File: config.mk
export PLATFORM = sky130hd
export DESIGN_NAME = seq_divider_flat
export DESIGN_NICKNAME = d
export VERILOG_FILES = /design/src/rtl/seq_divider_if.sv /design/src/rtl/seq_divider.sv /design/src/flat_wrapper.sv
export SDC_FILE = /design/constraint.sdc
export NUM_CORES = 1
export LEC_CHECK = 0
export ABC_AREA = 1
export CAP_MARGIN = 10
export CORE_AREA = 2 2 148 222
export DETAILED_ROUTE_END_ITERATION = 16
export DIE_AREA = 0 0 150 224
export GPL_ROUTABILITY_DRIVEN = 0
export SETUP_SLACK_MARGIN = 0.05
export SLEW_MARGIN = 5
export SYNTH_ARGS = -nofsm -noshare
export SYNTH_HDL_FRONTEND = slang
export SYNTH_SLANG_ARGS = --single-unit
File: constraint.sdc
create_clock -name CLK -period 6 [get_ports CLK]
set_input_delay 1.5 -clock CLK [delete_from_list [all_inputs] [get_ports CLK]]
set_output_delay 1.5 -clock CLK [all_outputs]
set_load 0.03 [all_outputs]
File: src/rtl/seq_divider_if.sv
// Handshake and result bundle for seq_divider: the master issues operands, the
// slave (the divider) returns busy/done and the registered results.
interface seq_divider_if #(
  parameter int WIDTH = 32
);
  logic             start;
  logic             is_signed;
  logic [WIDTH-1:0] dividend;
  logic [WIDTH-1:0] divisor;
  logic             busy;
  logic             done;
  logic [WIDTH-1:0] quotient;
  logic [WIDTH-1:0] remainder;
  logic             div_by_zero;

  modport master (
    output start, is_signed, dividend, divisor,
    input  busy, done, quotient, remainder, div_by_zero
  );

  modport slave (
    input  start, is_signed, dividend, divisor,
    output busy, done, quotient, remainder, div_by_zero
  );
endinterface

File: src/rtl/seq_divider.sv
// Multi-cycle restoring divider, one quotient bit per cycle, with start/busy/done.
// Signed operation is compiled in only when SEQ_DIVIDER_SIGNED_EN is defined.
module seq_divider #(
  parameter int WIDTH = 32
) (
  input  logic         CLK,
  input  logic         RST,
  seq_divider_if.slave bus
);
  localparam int CW = $clog2(WIDTH + 1);

  typedef enum logic [2:0] {
    S_IDLE = 3'd0,
    S_INIT = 3'd1,
    S_OPER = 3'd2,
    S_FIX  = 3'd3,
    S_DONE = 3'd4
  } state_t;

  state_t           state_q, state_d;
  logic [WIDTH-1:0] dvd_q, dvd_d, dvs_q, dvs_d;
  logic [WIDTH-1:0] q_q, q_d, d_q, d_d;
  logic [WIDTH:0]   r_q, r_d;
  logic [CW-1:0]    cnt_q, cnt_d;
  logic             sgn_q, sgn_d, zero_q, zero_d;
  logic             busy_q, busy_d, done_q, done_d, dbz_q, dbz_d;
  logic [WIDTH-1:0] quo_q, quo_d, rem_q, rem_d;

  logic             mode_s;
  logic [WIDTH:0]   t_s;
  logic [WIDTH+1:0] diff_s;
  logic [WIDTH-1:0] abs_dvd_s, abs_dvs_s, fix_quo_s, fix_rem_s;
  logic             unused_s;

`ifdef SEQ_DIVIDER_SIGNED_EN
  // Magnitudes feed the unsigned core; the signs are reapplied at FIX.
  assign mode_s    = bus.is_signed;
  assign abs_dvd_s = (sgn_q && dvd_q[WIDTH-1]) ? -dvd_q : dvd_q;
  assign abs_dvs_s = (sgn_q && dvs_q[WIDTH-1]) ? -dvs_q : dvs_q;
  assign fix_quo_s = (sgn_q && (dvd_q[WIDTH-1] ^ dvs_q[WIDTH-1])) ? -q_q : q_q;
  assign fix_rem_s = (sgn_q && dvd_q[WIDTH-1]) ? -r_q[WIDTH-1:0] : r_q[WIDTH-1:0];
  assign unused_s  = r_q[WIDTH];
`else
  assign mode_s    = 1'b0;
  assign abs_dvd_s = dvd_q;
  assign abs_dvs_s = dvs_q;
  assign fix_quo_s = q_q;
  assign fix_rem_s = r_q[WIDTH-1:0];
  assign unused_s  = r_q[WIDTH] ^ bus.is_signed ^ sgn_q;
`endif

  // One extra bit on the subtraction so its MSB is a clean borrow (T < D).
  assign t_s    = {r_q[WIDTH-1:0], q_q[WIDTH-1]};
  assign diff_s = {1'b0, t_s} - {2'b00, d_q};

  // Next-state and datapath update for the controller.
  always_comb begin
    state_d = state_q;
    dvd_d   = dvd_q;
    dvs_d   = dvs_q;
    sgn_d   = sgn_q;
    zero_d  = zero_q;
    q_d     = q_q;
    d_d     = d_q;
    r_d     = r_q;
    cnt_d   = cnt_q;
    quo_d   = quo_q;
    rem_d   = rem_q;
    dbz_d   = dbz_q;
    case (state_q)
      S_IDLE: begin
        if (bus.start) begin
          state_d = S_INIT;
          dvd_d   = bus.dividend;
          dvs_d   = bus.divisor;
          sgn_d   = mode_s;
        end else begin
          state_d = S_IDLE;
        end
      end
      S_INIT: begin
        if (dvs_q == {WIDTH{1'b0}}) begin
          zero_d  = 1'b1;
          state_d = S_FIX;
        end else begin
          zero_d  = 1'b0;
          q_d     = abs_dvd_s;
          d_d     = abs_dvs_s;
          r_d     = {(WIDTH+1){1'b0}};
          cnt_d   = CW'(WIDTH);
          state_d = S_OPER;
        end
      end
      S_OPER: begin
        if (!diff_s[WIDTH+1]) begin
          r_d = diff_s[WIDTH:0];
          q_d = {q_q[WIDTH-2:0], 1'b1};
        end else begin
          r_d = t_s;
          q_d = {q_q[WIDTH-2:0], 1'b0};
        end
        cnt_d = cnt_q - CW'(1);
        if (cnt_d == {CW{1'b0}}) begin
          state_d = S_FIX;
        end else begin
          state_d = S_OPER;
        end
      end
      S_FIX: begin
        if (zero_q) begin
          quo_d = {WIDTH{1'b1}};
          rem_d = dvd_q;
          dbz_d = 1'b1;
        end else begin
          quo_d = fix_quo_s;
          rem_d = fix_rem_s;
          dbz_d = 1'b0;
        end
        state_d = S_DONE;
      end
      S_DONE:  state_d = S_IDLE;
      default: state_d = S_IDLE;
    endcase
    busy_d = (state_d == S_INIT) || (state_d == S_OPER) || (state_d == S_FIX);
    done_d = (state_d == S_DONE);
  end

  // State, datapath and output registers; reset clears everything.
  always_ff @(posedge CLK or negedge RST) begin
    if (!RST) begin
      state_q <= S_IDLE;
      dvd_q   <= {WIDTH{1'b0}};
      dvs_q   <= {WIDTH{1'b0}};
      sgn_q   <= 1'b0;
      zero_q  <= 1'b0;
      q_q     <= {WIDTH{1'b0}};
      d_q     <= {WIDTH{1'b0}};
      r_q     <= {(WIDTH+1){1'b0}};
      cnt_q   <= {CW{1'b0}};
      quo_q   <= {WIDTH{1'b0}};
      rem_q   <= {WIDTH{1'b0}};
      dbz_q   <= 1'b0;
      busy_q  <= 1'b0;
      done_q  <= 1'b0;
    end else begin
      state_q <= state_d;
      dvd_q   <= dvd_d;
      dvs_q   <= dvs_d;
      sgn_q   <= sgn_d;
      zero_q  <= zero_d;
      q_q     <= q_d;
      d_q     <= d_d;
      r_q     <= r_d;
      cnt_q   <= cnt_d;
      quo_q   <= quo_d;
      rem_q   <= rem_d;
      dbz_q   <= dbz_d;
      busy_q  <= busy_d;
      done_q  <= done_d;
    end
  end

  assign bus.busy        = busy_q;
  assign bus.done        = done_q;
  assign bus.quotient    = quo_q;
  assign bus.remainder   = rem_q;
  assign bus.div_by_zero = dbz_q;
endmodule

File: src/flat_wrapper.sv
// flat-port wrapper written by rule: the top's interface ports become plain ports
module seq_divider_flat 
#(
  parameter int WIDTH = 32
)
  (CLK, RST, bus_start, bus_is_signed, bus_dividend, bus_divisor, bus_busy, bus_done, bus_quotient, bus_remainder, bus_div_by_zero);
  seq_divider_if #(.WIDTH(WIDTH)) bus_i ();
  input  logic CLK;
  input  logic RST;
  input wire logic [$bits(bus_i.start)-1:0] bus_start;
  input wire logic [$bits(bus_i.is_signed)-1:0] bus_is_signed;
  input wire logic [$bits(bus_i.dividend)-1:0] bus_dividend;
  input wire logic [$bits(bus_i.divisor)-1:0] bus_divisor;
  output wire logic [$bits(bus_i.busy)-1:0] bus_busy;
  output wire logic [$bits(bus_i.done)-1:0] bus_done;
  output wire logic [$bits(bus_i.quotient)-1:0] bus_quotient;
  output wire logic [$bits(bus_i.remainder)-1:0] bus_remainder;
  output wire logic [$bits(bus_i.div_by_zero)-1:0] bus_div_by_zero;
  assign bus_i.start = bus_start;
  assign bus_i.is_signed = bus_is_signed;
  assign bus_i.dividend = bus_dividend;
  assign bus_i.divisor = bus_divisor;
  assign bus_busy = bus_i.busy;
  assign bus_done = bus_i.done;
  assign bus_quotient = bus_i.quotient;
  assign bus_remainder = bus_i.remainder;
  assign bus_div_by_zero = bus_i.div_by_zero;
  seq_divider #(.WIDTH(WIDTH)) u_core (.CLK(CLK), .RST(RST), .bus(bus_i));
endmodule
==> results.sh <==
export IMPL_min_path_type="reg -> reg"
export IMPL_grt_pass1_vias=10600
export IMPL_synth_xor_area_share_pct=1.19
export IMPL_peakVddDrop_mv=0.298
export IMPL_synth_most_common_cell="nand2_1"
export IMPL_track_usage_pct=20.1
export IMPL_slew_violations=0
export IMPL_fmax_ghz=0.303
export IMPL_final_util_pct=47.2
export IMPL_num_vias=10800
export IMPL_grt_overflow_total=0
export IMPL_netlist_top_cells_count="nand2_1, inv_1, dfrtp_1, nor2_1, o21ai_0"
export IMPL_drc=0
export IMPL_synth_seq_cells=237
export IMPL_synth_nets=1761
export IMPL_start_util_pct=39.6
export IMPL_synthArstFlopShare_pct=100
export IMPL_synth_edf_count=0
export IMPL_synth_compound_area_share_pct=11.1
export IMPL_postCtsSetupBuffers=0
export IMPL_placed_cell_area_um2=14200
export IMPL_core_area_um2=31600
export IMPL_setup_viol=0
export IMPL_skew_ps=17.7
export IMPL_wirelength_mm=32.9
export IMPL_min_to="u_core.bus.remainder[23]$_DFFE_PN0P_"
export IMPL_wl_per_cell_um=15.1
export IMPL_crit_fanout=34
export IMPL_startpoint_type="flop"
export IMPL_yosysWarnings=0
export IMPL_grt_max_degree=163
export IMPL_end_kind="flop"
export IMPL_syn_to_final_growth_pct=19.1
export IMPL_cts_sinks=237
export IMPL_critPathKind="reg -> reg"
export IMPL_cts_buffers=23
export IMPL_cts_tree="built"
export IMPL_holdPathStages=2
export IMPL_cp_required_ps=6380
export IMPL_synth_top_area_share_pct=47.3
export IMPL_synthAdderAreaFrac_pct=3.55
export IMPL_power_density_nw_per_um2=557
export IMPL_syn_inst=1658
export IMPL_clkTransAtPathRegs_ps=70
export IMPL_drive_gt1_share_pct=4.36
export IMPL_synth_simple_area_share_pct=25.2
export IMPL_total_power_mw=8.32
export IMPL_dieArea_um2=33600
export IMPL_port_buffers=133
export IMPL_final_area_um2=14900
export IMPL_cellLeakagePower_nw=7.49
export IMPL_final_nets=1855
export IMPL_die_h_um=224
export IMPL_ioPinCount=135
export IMPL_ff2ff_setup_slack_ps=2700
export IMPL_syn_area_um2=12500
export IMPL_clkLatencyLatePin_ps=520
export IMPL_synthFlopType="dfrtp_1"
export IMPL_regToRegEndpoint="u_core.r_q[18]$_DFFE_PN0P_"
export IMPL_antenna_found_initial=0
export IMPL_hp_start="u_core.bus.remainder[23]$_DFFE_PN0P_"
export IMPL_yosysUniqueCellTypes=35
export IMPL_fillCellCount=3232
export IMPL_worstRegToRegCells=14
export IMPL_seq_area_frac_synth_pct=47.3
export IMPL_first_pass_iters=5
export IMPL_hold_buffers=0
export IMPL_cts_max_level=1
export IMPL_hold_viol_final=0
export IMPL_cp_arrival_ps=3680
export IMPL_num_rows=80
export IMPL_syn_area_per_cell_um2=7.56
export IMPL_hpwl_mm=24.2
export IMPL_clock_root_buffer="clkbuf_16"
export IMPL_rsz0062_at_grt="no"
export IMPL_maxCapViolations=0
export IMPL_period_minus_slack_ps=3300
export IMPL_cts_buffer_depth=3
export IMPL_cts_resized=0
export IMPL_slew_headroom_pct=33.6
export IMPL_status="finished clean"
export IMPL_synth_top_family_by_area="simple AND/OR/NAND/NOR gates"
export IMPL_via_per_inst=4.98
export IMPL_ant_nets=0
export IMPL_drt_iter0_drc=542
export IMPL_worstMarginPinSlew_ps=997
export IMPL_r2r_start="u_core.d_q[4]$_DFFE_PN0P_"
export IMPL_die_width_um=150
export IMPL_synth_top_area_cell="dfrtp_1"
export IMPL_synth_area_top_cells="dfrtp_1, nand2_1, inv_1, o21ai_0, nand3_1"
export IMPL_fin_tns_setup_ps=0
export IMPL_synth_area_mux_share_pct=1.44
export IMPL_n_antenna_cell=0
export IMPL_fin_crit_sh_pct=54.9
export IMPL_grt_pass1_wl_mm=54.4
## where the power goes
group	switching (mW)	internal (mW)	total [mW]
Clock	0.605	0.830	1.43
Combinational	2.74	1.42	4.16
Sequential	0.408	2.32	2.73
Total	3.75	4.57	8.32
## layout by cell type (no fill, tap or decap), drive strengths merged, types with 4 or more instances in the layout
master	count
dfrtp	237
xor2	16
o21ai	148
nor4	4
nor3	8
ha	34
clkinv	6
mux2	16
nor2	141
nand2	418
nand3	123
nand4	48
buf	12
and2	6
inv	252
a21oi	115
clkdlybuf4s50	132
clkbuf	32
## sequential cells by signal, indices dropped and copies added (netlist names), 3 cells and up
signal / count
u_core.bus.quotient: 32
u_core.abs_dvd_s: 32
u_core.abs_dvs_s: 32
u_core.fix_quo_s: 32
u_core.cnt_q: 6
u_core.r_q: 32
u_core.bus.remainder: 32
u_core.state_q: 3
u_core.d_q: 32
## cell families (layout without fill, tap and decap cells)
| group | count (synthesis) | count (layout) |
|---|---|---|
| AOI/OAI and AO/OA | 272 | 272 |
| and+or+nand+nor | 753 | 753 |
| buffers and inverters | 328 | 436 |
| xor gates and xnor gates | 17 | 17 |
| DFF | 237 | 237 |
| adders and majority gates | 35 | 35 |
| muxes | 16 | 16 |
## layer usage
metal / vias to the layer above / routed length (um) / track usage, %
met3: 61 / 1320 / 1.96
met5: - / 0 / 0
met4: 0 / 1400 / 8.58
li1: 5474 / - / -
met1: 5073 / 13600 / 24.8
met2: 233 / 16500 / 35.4
## critical path, cell delays in order, from the launching register on
cell and delay, ps:
dfrtp_1 360, inv_1 200, ha_1 330, nand2_1 130, inv_1 50, nand2_1 80, nand2_1 50, nand2_1 50
nand3_1 190, nand2_1 140, nand2_1 90, nand2_2 520, nand2_2 580, nand3_1 260, nand3_1 100
## cell type report
| class | instances | area, um2 | share of cell area, % |
|---|---|---|---|
| flip-flops and latches | 237 | 5930 | 39.7 |
| clock buffers | 32 | 679 | 4.55 |
| inverters | 253 | 950 | 6.36 |
| well taps | 410 | 513 | 3.44 |
| repair buffers | 144 | 1430 | 9.59 |
| multi-input cells | 1093 | 5360 | 35.9 |
| clock inverters | 7 | 66.3 | 0.444 |
## metrics by stage
stage | std cells | setup slack (ps) | hold WS, ps
finish | 2176 | 2700 | 473
global route | 2176 | 2430 | 501
CTS | 2176 | 2720 | 479
detailed placement | 2137 | 2290 | 462
global placement | 2137 | 2290 | 462
floorplan | 1658 | 3480 | 453
## how the worst max path moves through the flow
stage,start,end,slack [ps]
after floorplan,bus_start,u_core.abs_dvs_s[16]$_DFFE_PN0P_,3480
after global placement,bus_start,u_core.abs_dvd_s[23]$_DFFE_PN0P_,2290
after detailed placement,bus_start,u_core.abs_dvd_s[23]$_DFFE_PN0P_,2290
after CTS,u_core.d_q[4]$_DFFE_PN0P_,u_core.r_q[18]$_DFFE_PN0P_,2720
after global routing,u_core.d_q[6]$_DFFE_PN0P_,u_core.r_q[19]$_DFFE_PN0P_,2430
final,u_core.d_q[4]$_DFFE_PN0P_,u_core.r_q[18]$_DFFE_PN0P_,2700
No activity file was read; power rests on OpenSTA's default activity.
